$ cat src/rtl/game_pkg.sv
// -----------------------------------------------------------------------------
// game_pkg
// Shared types and constants for the shape-guessing game controller.
//   shape_t      - one shape code, 0 means an empty slot
//   score_t      - exact / partial match count (0..4)
//   seq_state_t  - round controller states
//   scr_phase_t  - scorer walk phase
// -----------------------------------------------------------------------------
package game_pkg;

    localparam int SHAPE_W_DEF = 3;
    localparam int NUM_SLOTS   = 4;

    typedef logic [SHAPE_W_DEF-1:0] shape_t;
    localparam shape_t SHAPE_EMPTY = '0;

    typedef logic [2:0] score_t;

    typedef enum logic [2:0] {
        LOAD, PLAY, EXACT, PART, REPORT, WON, LOST
    } seq_state_t;

    typedef enum logic [1:0] {
        SC_IDLE, SC_EXACT, SC_PART
    } scr_phase_t;

endpackage

$ cat src/rtl/guess_scorer.sv
// -----------------------------------------------------------------------------
// guess_scorer
// Multi-cycle scorer: captures a guess on start_i, spends four cycles on the
// exact pass and four on the partial pass, then pulses done_o with the counts.
//   clk_i, rst_ni    clock, async active-low reset
//   start_i          capture guess_i and begin scoring
//   guess_i          four guess shapes (slot 0 in the low element)
//   master_i         four stored master shapes
//   done_o           one-cycle pulse, counts valid
//   exact_o, part_o  exact and right-shape/wrong-slot counts
// -----------------------------------------------------------------------------
module guess_scorer
    import game_pkg::*;
#(
    parameter int SHAPE_W = SHAPE_W_DEF
) (
    input  logic                              clk_i,
    input  logic                              rst_ni,
    input  logic                              start_i,
    input  logic [NUM_SLOTS-1:0][SHAPE_W-1:0] guess_i,
    input  logic [NUM_SLOTS-1:0][SHAPE_W-1:0] master_i,
    output logic                              done_o,
    output score_t                            exact_o,
    output score_t                            part_o
);

    scr_phase_t                        phase_q;
    logic [1:0]                        idx_q;
    logic [NUM_SLOTS-1:0][SHAPE_W-1:0] g_q;
    logic [NUM_SLOTS-1:0]              gUsed_q;
    logic [NUM_SLOTS-1:0]              mUsed_q;
    score_t                            exact_q;
    score_t                            part_q;
    logic                              done_q;

    // Lowest unused master slot holding the current guess shape. The loop runs
    // high-to-low so the last (lowest) match wins.
    logic       hit;
    logic [1:0] hit_j;
    always_comb begin
        hit   = 1'b0;
        hit_j = '0;
        for (int j = NUM_SLOTS-1; j >= 0; j--) begin
            if (!mUsed_q[j] && (master_i[j] == g_q[idx_q])) begin
                hit   = 1'b1;
                hit_j = 2'(j);
            end
        end
    end

    always_ff @(posedge clk_i or negedge rst_ni) begin
        if (!rst_ni) begin
            phase_q <= SC_IDLE;
            idx_q   <= '0;
            g_q     <= '0;
            gUsed_q <= '0;
            mUsed_q <= '0;
            exact_q <= '0;
            part_q  <= '0;
            done_q  <= 1'b0;
        end else begin
            done_q <= 1'b0;
            case (phase_q)
                SC_IDLE: if (start_i) begin
                    g_q     <= guess_i;
                    gUsed_q <= '0;
                    mUsed_q <= '0;
                    exact_q <= '0;
                    part_q  <= '0;
                    idx_q   <= '0;
                    phase_q <= SC_EXACT;
                end
                SC_EXACT: begin
                    if (g_q[idx_q] == master_i[idx_q]) begin
                        gUsed_q[idx_q] <= 1'b1;
                        mUsed_q[idx_q] <= 1'b1;
                        exact_q        <= exact_q + 3'd1;
                    end
                    idx_q <= idx_q + 2'd1;
                    if (idx_q == 2'd3) phase_q <= SC_PART;
                end
                SC_PART: begin
                    // mUsed updates each cycle, so a master slot is claimed once.
                    if (!gUsed_q[idx_q] && hit) begin
                        mUsed_q[hit_j] <= 1'b1;
                        part_q         <= part_q + 3'd1;
                    end
                    idx_q <= idx_q + 2'd1;
                    if (idx_q == 2'd3) begin
                        phase_q <= SC_IDLE;
                        done_q  <= 1'b1;
                    end
                end
                default: phase_q <= SC_IDLE;
            endcase
        end
    end

    assign done_o  = done_q;
    assign exact_o = exact_q;
    assign part_o  = part_q;

endmodule

$ cat src/rtl/game_sequencer.sv
// -----------------------------------------------------------------------------
// game_sequencer
// Round controller: master-load gating, guess handshake, scoring, round count
// and win/loss. Optional macro GUESS_CHECK_EN adds the guessError output and
// rejects guesses containing an empty (0) slot.
//   CLOCK_50, reset            clock, async active-low reset
//   startGame, masterLoaded    game start / restart control
//   master0..3, guess0..3      shapes; guessValid/guessReady handshake
//   gamePlaying, scoreValid    status; znarly/zood scores, roundNum
//   gameWon, gameLost          held end-of-game flags
//   masterClear                pulse emptying master registers
//   guessError (macro only)    pulse on a rejected guess
// All outputs are registered.
// -----------------------------------------------------------------------------
module game_sequencer
    import game_pkg::*;
#(
    parameter int MAX_ROUNDS = 8,
    parameter int SHAPE_W    = SHAPE_W_DEF
) (
    input  logic               CLOCK_50,
    input  logic               reset,
    input  logic               startGame,
    input  logic               masterLoaded,
    input  logic [SHAPE_W-1:0] master0,
    input  logic [SHAPE_W-1:0] master1,
    input  logic [SHAPE_W-1:0] master2,
    input  logic [SHAPE_W-1:0] master3,
    input  logic [SHAPE_W-1:0] guess0,
    input  logic [SHAPE_W-1:0] guess1,
    input  logic [SHAPE_W-1:0] guess2,
    input  logic [SHAPE_W-1:0] guess3,
    input  logic               guessValid,
    output logic               guessReady,
    output logic               gamePlaying,
    output logic               scoreValid,
    output logic [2:0]         znarly,
    output logic [2:0]         zood,
    output logic [3:0]         roundNum,
    output logic               gameWon,
    output logic               gameLost,
    output logic               masterClear
`ifdef GUESS_CHECK_EN
    ,
    output logic               guessError
`endif
);

    seq_state_t state_q;
    logic [1:0] step_q;
    logic       guessReady_q, gamePlaying_q, scoreValid_q;
    score_t     znarly_q, zood_q;
    logic [3:0] roundNum_q;
    logic       gameWon_q, gameLost_q, masterClear_q;

    logic       sc_done;
    score_t     sc_exact, sc_part;

    // guessReady_q is high exactly while in PLAY
    logic handshake, guess_ok, start;
    assign handshake = guessValid & guessReady_q;
`ifdef GUESS_CHECK_EN
    logic guessError_q;
    assign guess_ok = (guess0 != '0) && (guess1 != '0) && (guess2 != '0) && (guess3 != '0);
`else
    assign guess_ok = 1'b1;
`endif
    assign start = handshake & guess_ok;

    guess_scorer #(.SHAPE_W(SHAPE_W)) u_scorer (
        .clk_i    (CLOCK_50),
        .rst_ni   (reset),
        .start_i  (start),
        .guess_i  ({guess3, guess2, guess1, guess0}),
        .master_i ({master3, master2, master1, master0}),
        .done_o   (sc_done),
        .exact_o  (sc_exact),
        .part_o   (sc_part)
    );

    always_ff @(posedge CLOCK_50 or negedge reset) begin
        if (!reset) begin
            state_q       <= LOAD;
            step_q        <= '0;
            guessReady_q  <= 1'b0;
            gamePlaying_q <= 1'b0;
            scoreValid_q  <= 1'b0;
            znarly_q      <= '0;
            zood_q        <= '0;
            roundNum_q    <= '0;
            gameWon_q     <= 1'b0;
            gameLost_q    <= 1'b0;
            masterClear_q <= 1'b0;
`ifdef GUESS_CHECK_EN
            guessError_q  <= 1'b0;
`endif
        end else begin
            scoreValid_q  <= 1'b0;
            masterClear_q <= 1'b0;
`ifdef GUESS_CHECK_EN
            guessError_q  <= 1'b0;
`endif
            case (state_q)
                LOAD: if (startGame && masterLoaded) begin
                    state_q       <= PLAY;
                    roundNum_q    <= '0;
                    guessReady_q  <= 1'b1;
                    gamePlaying_q <= 1'b1;
                end
                PLAY: if (handshake) begin
                    if (guess_ok) begin
                        state_q      <= EXACT;
                        step_q       <= '0;
                        guessReady_q <= 1'b0;
                    end
`ifdef GUESS_CHECK_EN
                    else guessError_q <= 1'b1;
`endif
                end
                // Tracks the scorer's exact pass; the scorer owns the work.
                EXACT: begin
                    step_q <= step_q + 2'd1;
                    if (step_q == 2'd3) state_q <= PART;
                end
                PART: if (sc_done) begin
                    state_q      <= REPORT;
                    znarly_q     <= sc_exact;
                    zood_q       <= sc_part;
                    scoreValid_q <= 1'b1;
                    roundNum_q   <= roundNum_q + 4'd1;
                end
                REPORT: begin
                    if (znarly_q == 3'd4) begin
                        state_q       <= WON;
                        gameWon_q     <= 1'b1;
                        gamePlaying_q <= 1'b0;
                    end else if (roundNum_q == 4'(MAX_ROUNDS)) begin
                        state_q       <= LOST;
                        gameLost_q    <= 1'b1;
                        gamePlaying_q <= 1'b0;
                    end else begin
                        state_q      <= PLAY;
                        guessReady_q <= 1'b1;
                    end
                end
                WON, LOST: if (startGame) begin
                    state_q       <= LOAD;
                    masterClear_q <= 1'b1;
                    znarly_q      <= '0;
                    zood_q        <= '0;
                    roundNum_q    <= '0;
                    gameWon_q     <= 1'b0;
                    gameLost_q    <= 1'b0;
                end
                default: state_q <= LOAD;
            endcase
        end
    end

    assign guessReady  = guessReady_q;
    assign gamePlaying = gamePlaying_q;
    assign scoreValid  = scoreValid_q;
    assign znarly      = znarly_q;
    assign zood        = zood_q;
    assign roundNum    = roundNum_q;
    assign gameWon     = gameWon_q;
    assign gameLost    = gameLost_q;
    assign masterClear = masterClear_q;
`ifdef GUESS_CHECK_EN
    assign guessError  = guessError_q;
`endif

endmodule

$ cat config.mk
export PLATFORM = sky130hd
export DESIGN_NAME = game_sequencer
export DESIGN_NICKNAME = d
export VERILOG_FILES = /design/src/rtl/game_pkg.sv /design/src/rtl/guess_scorer.sv /design/src/rtl/game_sequencer.sv
export SDC_FILE = /design/constraint.sdc
export NUM_CORES = 1
export LEC_CHECK = 0
export CORE_MARGIN = 2
export CORE_UTILIZATION = 59
export CTS_BUF_LIST = sky130_fd_sc_hd__clkbuf_8 sky130_fd_sc_hd__clkbuf_16
export DETAILED_ROUTE_END_ITERATION = 10
export GPL_ROUTABILITY_DRIVEN = 0
export GPL_TIMING_DRIVEN = 0
export HOLD_SLACK_MARGIN = 0.15
export MAX_ROUTING_LAYER = met4
export PLACE_DENSITY = 0.86
export SLEW_MARGIN = 5
export SYNTH_ARGS = -nofsm -noshare
export SYNTH_HDL_FRONTEND = slang
export SYNTH_SLANG_ARGS = --single-unit
export TNS_END_PERCENT = 1
$ cat constraint.sdc
create_clock -name CLOCK_50 -period 4.4 [get_ports CLOCK_50]
set_clock_uncertainty 0.2 [all_clocks]
set_input_delay 0.44 -clock CLOCK_50 [delete_from_list [all_inputs] [get_ports CLOCK_50]]
set_output_delay 0.44 -clock CLOCK_50 [all_outputs]
set_load 0.005 [all_outputs]
After elaboration in Yosys (flattened, before gate mapping)
Index checks and enable logic that the tools add are counted.
{"block": "word_totals", "reg_bits": 52, "latchBits": 0, "ramBits": 0, "romBits": 0, "output_inout_bits": 16, "elab_cells": 180, "mem_count": 0}
{"block": "op_classes", "n_addsub": 5, "n_mul": 0, "n_div": 0, "magnitude_cmp": 4, "n_eq_ne": 32, "shifts": 0, "muxes": 72, "bitwise": 4, "reduce_logical": 41}
{"op": "$mux W3", "count": 14}
{"op": "$mux W4", "count": 7}
{"op": "$pmux W3 S2", "count": 4}
{"op": "$pmux W4 S3", "count": 2}
{"op": "$mux W1", "count": 23}
{"op": "$ne A2 B2 Y1 const B", "count": 9}
{"op": "$pmux W3 S6", "count": 1}
{"op": "$reduce_and A3 Y1", "count": 6}
{"op": "$mux W2", "count": 8}
{"op": "$eq A3 B3 Y1", "count": 5}
{"op": "$reduce_bool A2 Y1", "count": 7}
{"op": "$bmux W3 S2", "count": 2}
{"op": "$eq A3 B3 Y1 const B", "count": 4}
{"op": "$or A4 B4 Y4", "count": 3}
{"op": "$reduce_and A4 Y1", "count": 3}
{"op": "$ne A2 B1 Y1 const B", "count": 5}
{"op": "$reduce_and A5 Y1", "count": 2}
{"op": "$reduce_bool A3 Y1", "count": 3}
{"op": "$logic_and A1 B1 Y1", "count": 8}
{"op": "$pmux W2 S2", "count": 2}
{"op": "$pmux W4 S2", "count": 1}
{"op": "$add A3 B1 Y3 const B", "count": 2}
{"op": "$eq A2 B2 Y1 const B", "count": 3}
{"op": "$eq A3 B2 Y1 const B", "count": 2}
{"op": "19 further kinds", "count": 32}

Longest topological paths before layout
{"block": "depth", "ltp_word": 15, "ltp_mapped": 8, "depth_no_buf": 7}

Modules after synthesis
Synthesis repeated with hierarchy kept, for this count alone.
{"block": "unflattened", "cells_unflattened": 296, "hier_area_um2": 3166.8}
{"mod": "guess_scorer", "n_inst": 1, "cells_each": 184, "area_each_um2": 2010.7, "seq_area_each_um2": 775.7}
{"mod": "game_sequencer", "n_inst": 1, "cells_each": 112, "area_each_um2": 1156.1, "seq_area_each_um2": 525.5}

Worst setup path after synthesis
OpenSTA, ideal clock, no wires.
{"block": "synth_timing", "kind": "reg2reg", "start": "register u_scorer.idx_q[0]", "end": "register u_scorer.mUsed_q[2]", "setup_time_ps": 121, "t_arrival_ps": 2361, "required_ps": 4079, "path_slack_ps": 1717, "path_stages_with_launch": 9, "period_less_slack_ps": 2683, "cell_sequence": "dfrtp_1 -> buf_6 -> mux4_2 -> buf_4 -> xnor2_1 -> and4_1 -> o41ai_2 -> a221oi_1 -> o22a_1"}
{"block": "synth_via", "elab_chain_cells": 15, "elab_cells_between_ends": 43}
{"element": "start: declaration", "line": "guess_scorer.sv:28", "text": "logic [1:0] idx_q;"}
{"element": "start signal: assignment", "line": "guess_scorer.sv:79", "text": "idx_q <= idx_q + 2'd1;"}
{"element": "start signal: assignment", "line": "guess_scorer.sv:88", "text": "idx_q <= idx_q + 2'd1;"}
{"element": "$bmux W3 S2", "line": "guess_scorer.sv:44, guess_scorer.sv:74"}
{"element": "$mux W3 (implied by the code)", "line": "guess_scorer.sv:44, guess_scorer.sv:74"}
{"element": "$eq A3 B3 Y1", "line": "guess_scorer.sv:44", "text": "if (!mUsed_q[j] && (master_i[j] == g_q[idx_q])) begin"}
{"element": "$logic_and A1 B1 Y1", "line": "guess_scorer.sv:44"}
{"element": "$mux W2 (4 in series)", "line": "guess_scorer.sv:44"}
{"element": "$lt A2 B3 Y1 (implied by the code) / $ge A2 B1 Y1 (equally long branches)", "line": "guess_scorer.sv:85", "text": "mUsed_q[hit_j] <= 1'b1;"}
{"element": "$logic_and A1 B1 Y1 (implied by the code)", "line": "guess_scorer.sv:85"}
{"element": "$mux W1 (implied by the code)", "line": "guess_scorer.sv:85"}
{"element": "$demux W1 S2"}
{"element": "$or A4 B4 Y4 (no source line)"}
{"element": "$mux W4", "line": "guess_scorer.sv:84", "text": "if (!gUsed_q[idx_q] && hit) begin"}
{"element": "$pmux W4 S3", "line": "guess_scorer.sv:63", "text": "case (phase_q)"}
{"element": "end signal: assignment", "line": "guess_scorer.sv:67", "text": "mUsed_q <= '0;"}
{"element": "end signal: indexed assignment", "line": "guess_scorer.sv:76", "text": "mUsed_q[idx_q] <= 1'b1;"}
{"element": "end signal: indexed assignment", "line": "guess_scorer.sv:85"}
{"element": "end: declaration", "line": "guess_scorer.sv:31", "text": "logic [NUM_SLOTS-1:0] mUsed_q;"}
Several ways; a longest one is shown, not always the timed one. The select of a mux whose other input is x is not followed.
A chain may end at the register's enable or synchronous reset.

Worst setup path after layout
{"block": "layout_timing", "start": "register u_scorer.idx_q[0]", "end": "register u_scorer.mUsed_q[3]"}
Same word-level chain as after synthesis.

==> results.sh <==
export IMPL_synth_largest_area_cell="sky130_fd_sc_hd__dfrtp_1"
export IMPL_critical_path_reg2reg_startpoint="u_scorer.idx_q[0]"
export IMPL_layout_nets=377
export IMPL_yosysTopAreaCellShare_pct=43.1
export IMPL_postSynth_asyncResetShare_pct=100
export IMPL_drt_first_iter_violations=140
export IMPL_timing_worst_slew_pin_value_ns=0.636
export IMPL_static_leakage_power_nw=1.54
export IMPL_post_cts_setup_bufs=0
export IMPL_setup_worst_path_class="register to register"
export IMPL_port_buffer_count=44
export IMPL_area_post_placement_um2=3560
export IMPL_worst_path_stages=8
export IMPL_netlist_top_cells_area="sky130_fd_sc_hd__dfrtp_1, sky130_fd_sc_hd__ha_1, sky130_fd_sc_hd__mux2_1"
export IMPL_hold_class="register to register"
export IMPL_final_setup_tns_ns=0
export IMPL_unrepaired_setup_endpoints_after_global_routing="false"
export IMPL_grt_pass1_wl_um=10100
export IMPL_mostFrequentLayoutCells="sky130_fd_sc_hd__dfrtp_1, sky130_fd_sc_hd__clkdlybuf4s50_1, sky130_fd_sc_hd__nor2_1"
export IMPL_peakVddDrop_v=0.000398
export IMPL_vias=2327
export IMPL_pwr_density_cell_nw_per_um2=635
export IMPL_outcome="complete, no violations"
export IMPL_r2r_slack_ns=1.34
export IMPL_dp_worst_setup_slack_ns=1.35
export IMPL_detailedRoute_firstPassIterationCount=4
export IMPL_h_tree_depth=2
export IMPL_report_final_setup_viol=0
export IMPL_drv_cap=0
export IMPL_slew_violations=0
export IMPL_synth_area_um2=3020
export IMPL_synth_avg_cell_area_um2=10.7
export IMPL_design_core_area_um2=5010
export IMPL_fin_crit_sh_pct=69.6
export IMPL_total_track_usage_pct=24.1
export IMPL_synth_flop_cell="sky130_fd_sc_hd__dfrtp_1"
export IMPL_initial_core_utilization_pct=60.3
export IMPL_timing_critical_path_max_delay_family="compound AO/OA/AOI/OAI gates"
export IMPL_syn_nets=324
export IMPL_worst_slew_margin_rel_pct=57.1
export IMPL_overall_routed_net_length_um=6220
export IMPL_die_area_um2=5710
export IMPL_arrival_ns=3.06
export IMPL_finalHoldWorstSlack_ns=0.299
export IMPL_critical_path_max_fanout=10
export IMPL_synth_to_final_area_change_pct=21.3
export IMPL_synth_edff_count=0
export IMPL_syn_inst=282
export IMPL_crit_start="u_scorer.idx_q[0]"
export IMPL_r2r_end="u_scorer.mUsed_q[3]"
export IMPL_grt_start_max_net_pins=32
export IMPL_root_buffer="sky130_fd_sc_hd__clkbuf_8"
export IMPL_slowest_stage="sky130_fd_sc_hd__o41ai_2"
export IMPL_postSynthRegisterBits=52
export IMPL_worstSetupEndpointType="register"
export IMPL_finalCriticalPeriod_ns=3.06
export IMPL_diodes=0
export IMPL_core_rowCount=26
export IMPL_yosys_cell_types_count=64
export IMPL_detailed_place_hpwl_um=4820
export IMPL_synth_yosys_seq_area_share_pct=43.1
export IMPL_design_portCount=45
export IMPL_die_height_um=75.6
export IMPL_antenna_violating_nets_post_route=0
export IMPL_n_fill_cell=377
export IMPL_critical_path_required_ns=4.40
export IMPL_worst_r2r_path_depth=8
export IMPL_drc_errors=0
export IMPL_category_of_the_worst_setup_path_launch_point="register"
export IMPL_grt_pass1_vias=2207
export IMPL_clock_insertion_delay_worst_skew_ns=0.30
export IMPL_path_clk_slew_ns=0.09
export IMPL_worstPathBufferInverterCount=2
export IMPL_timing_final_ws_setup_ns=1.34
export IMPL_overall_power_of_the_completed_layout_mw=2.33
export IMPL_cts_tree="built"
export IMPL_numClockSinks=52
export IMPL_clockBufferDepth=2
export IMPL_antenna_violations_before_repair=0
export IMPL_grt_overflow_total=0
export IMPL_hold_viol=0
export IMPL_avgRoutedWirePerCell_um=15.3
export IMPL_post_cts_hold_buffers=1
export IMPL_drive_gt1_share_pct=10.4
export IMPL_cts_buffers=5
export IMPL_cts_repair_resized=0
export IMPL_max_fclk_mhz=326
export IMPL_crit_path_end="u_scorer.mUsed_q[3]"
export IMPL_critPathMaxStageDelay_ns=0.66
export IMPL_design_area_um2=3660
export IMPL_fp_dieW_um=75.6
export IMPL_mostFrequentLayoutCell="sky130_fd_sc_hd__dfrtp_1"
export IMPL_avgViaCountPerCell=5.75
export IMPL_synth_warnings=0
export IMPL_crit_chain="buf_6 > mux4_2 > buf_4 > xor2_1 > nor4_4 > o41ai_2 > a211oi_2 > a211oi_1"
==> flip-flops by register name, summed over array words and instances, names as in the netlist <==
signal            cells
u_scorer.g_q         12
roundNum              4
u_scorer.gUsed_q      4
u_scorer.mUsed_q      4
state_q               3
u_scorer.exact_o      3
u_scorer.part_o       3
znarly                3
zood                  3
step_q                2
u_scorer.idx_q        2
u_scorer.phase_q      2
gameLost              1
gamePlaying           1
gameWon               1
guessReady            1
masterClear           1
scoreValid            1
u_scorer.done_o       1
==> where the power goes <==
group / total, mW / switching (mW) / internal (mW) / leakage (nW)
logic: 1.29 / 0.674 / 0.616 / 0.823
clock network: 0.278 / 0.152 / 0.126 / 0.0473
registers: 0.760 / 0.115 / 0.645 / 0.668
total: 2.33 / 0.941 / 1.39 / 1.54
==> worst min-delay path, cell delays in order, from the launching register on <==
cell	delay [ns]
sky130_fd_sc_hd__dfrtp_1	0.35
sky130_fd_sc_hd__nor2_1	0.05
sky130_fd_sc_hd__nor2_1	0.07
==> per-layer routing <==
metal  up-vias  track usage [%]  part of all wire (%)
li1       1124                -                     -
met1      1114             30.1                    42
met2        80             40.1                    52
met3         9             4.23                   4.7
met4         0             7.60                   1.6
met5         -                -                     0
==> metrics by stage <==
step | instances | util, %
finish | 405 | 73.2
CTS | 405 | 73.2
detailed placement | 397 | 71.1
global route | 405 | 73.2
floorplan | 282 | -
global placement | 396 | 70.8
==> kinds of logic (layout without fill, tap and decap cells) <==
kind of cell / count (synthesis) / count (layout) / synth area share [%]
adders and majority gates: 13 / 13 / 5.39
DFF: 52 / 52 / 43.1
and+or+nand+nor: 86 / 86 / 14.9
AOI/OAI and AO/OA: 63 / 63 / 14.6
muxes: 23 / 23 / 11.6
buffers and inverters: 29 / 82 / 5.51
xor gates and xnor gates: 16 / 16 / 4.89
==> cell usage after synthesis, types with 6 or more instances <==
cell	instances
sky130_fd_sc_hd__nand3_1	8
sky130_fd_sc_hd__a21oi_1	14
sky130_fd_sc_hd__nor2_1	24
sky130_fd_sc_hd__mux2_1	12
sky130_fd_sc_hd__xnor2_1	12
sky130_fd_sc_hd__o21ai_1	9
sky130_fd_sc_hd__dfrtp_1	52
sky130_fd_sc_hd__inv_1	15
sky130_fd_sc_hd__nand4_1	6
sky130_fd_sc_hd__o21ai_0	6
sky130_fd_sc_hd__ha_1	13
sky130_fd_sc_hd__nand2_1	23
==> how the worst min path moves through the flow <==
stage / startpoint / endpoint / slack (ns) / cells past startpoint
after floorplan: reset / gameLost / -0.06 / 0
after global placement: u_scorer.g_q[5] / u_scorer.g_q[5] / 0.27 / 1
after detailed placement: reset / znarly[2] / 0.24 / 1
after CTS: zood[1] / zood[1] / 0.31 / 2
after global routing: u_scorer.g_q[1] / u_scorer.g_q[1] / 0.33 / 1
final: gameWon / gameWon / 0.30 / 2
==> cell type report <==
type | instances | area (um^2) | share of cell area (%)
Multi-Input combinational cell | 201 | 1550 | 42.4
Sequential cell | 52 | 1300 | 35.5
Timing Repair Buffer | 46 | 465 | 12.7
Buffer | 12 | 103 | 2.80
Tap cell | 70 | 87.6 | 2.39
Clock buffer | 6 | 82.6 | 2.25
Inverter | 17 | 63.8 | 1.74
Clock inverter | 1 | 8.76 | 0.239
(Power assumes the default switching activity.)
==> variant, RTL diff (same settings) <==
Build with the macro `GUESS_CHECK_EN` defined.
--- a/src/rtl/game_sequencer.sv
+++ b/src/rtl/game_sequencer.sv
@@ -12,6 +12,8 @@
 //   guessError (macro only)    pulse on a rejected guess
 // All outputs are registered.
 // -----------------------------------------------------------------------------
+`define GUESS_CHECK_EN
+
 module game_sequencer
     import game_pkg::*;
 #(
Behaviour (old outputs only; new: guessError): not the same (a bounded check fails within 4 cycles, from zero or initial values and one cycle with reset low).
==> variant against the unedited design <==
Final area up 3.0%. Area after synthesis rose by 2.4%. Setup slack better by 0.21 ns. Routed wire length is 10% higher. Power is 5.9% lower. Sequential cell count rose by 1. Maximum frequency is 7.3% higher. Synthesized cell count up 5.3%. Die area is 2.3% higher. Critical endpoint unchanged. Highest routed layer unchanged.
==> variant: results <==
metrics = {
    "timing": {
        "worst_hold_slack_ns": 0.288,
    },
    "logic_synthesis": {
        "synth_nets": 339,
        "synth_commonest_cells": "53 x dfrtp_1, 37 x nand2_1, 21 x nor2_1, 20 x inv_1",
        "synth_area_leaders": "dfrtp_1 43%, ha_1 5.3%, nand2_1 4.5%, mux2_2 4.4%, xor2_1 3.7%",
        "synth_area_per_cell_um2": 10.4,
        "synth-seq-area-share": 0.429,
    },
    "cells_and_area": {
        "nNetsFinal": 393,
        "finalNonFillerCells": 422,
    },
    "worst_hold_path": {
        "whs_endpoint": "zood[0]",
        "worstHoldStart": "zood[0]",
    },
    "worst_setup_path": {
        "r2r_slack_ns": 1.54,
        "reg2reg_depth": 7,
        "crit_path_max_fanout": 9,
        "critPathArrivalTime_ns": 2.88,
    },
    "grt": {
        "track_usage": 0.258,
        "grt_pass1_vias": 2473,
        "grt_pass1_wl_um": 11900,
    },
    "clock_tree": {
        "clock_latency_ns": 0.32,
        "cts.reportedPaths.clkPinSlew_ns": 0.11,
    },
    "power": {
        "vdd_drop_max_mv": 0.340,
    },
    "placement": {
        "dp_cells": 413,
        "hpwlAfterDp_um": 5170,
        "dp_worst_setup_slack_ns": 1.36,
    },
    "detailed_routing": {
        "drtIter0Drc": 151,
        "wl_per_cell_um": 16.3,
        "drtPass1Iterations": 5,
    },
    "status": {
        "status": "complete, no violations",
    },
}
[variant: cell types whose count changed after synthesis, moves of 5 or more]
cell | before | now
inv_1 | 15 | 20
mux2_1 | 12 | 0
mux2_2 | 3 | 12
nand2_1 | 23 | 37
o21ai_0 | 6 | 12
o21ai_1 | 9 | 0
xnor2_1 | 12 | 3
xor2_1 | 3 | 13
[variant: per-layer routing]
metal / up-vias / GRT usage / part of all wire
li1: 1189 / - / -
met4: 0 / 0.0582 / 0.0068
met1: 1223 / 0.354 / 0.45
met5: - / - / 0
met3: 5 / 0.0474 / 0.034
met2: 54 / 0.406 / 0.50
[variant: logic make-up after synthesis]
group / after synthesis / synth area share
flops: 53 / 0.429
xor+xnor: 16 / 0.0453
compound gates: 70 / 0.173
buf+inv: 29 / 0.0380
simple gates: 95 / 0.157
mux: 21 / 0.106
fa+ha+maj: 13 / 0.0526
[variant: power breakdown]
group	internal (mW)	switching (mW)	leakage (nW)	total, mW
sequential	0.638	0.121	0.652	0.759
clock	0.175	0.181	0.0603	0.356
combinational	0.477	0.599	0.898	1.08
[variant: final cells by class]
cell class,count,area [um^2]
Buffer,8,38.8
Clock buffer,5,68.8
Clock inverter,3,50.0
Fill cell,365,1300
Inverter,21,78.8
Multi-Input combinational cell,215,1650
Sequential cell,53,1330
Tap cell,70,87.6
Timing Repair Buffer,47,475
[variant: critical path, stage by stage (launching register included)]
cell and delay, ns:
dfrtp_1 0.40, buf_6 0.18, mux4_2 0.61, xnor2_1 0.21, and4_4 0.21, o41ai_2 0.53, a211oi_2 0.18, a211oi_1 0.24
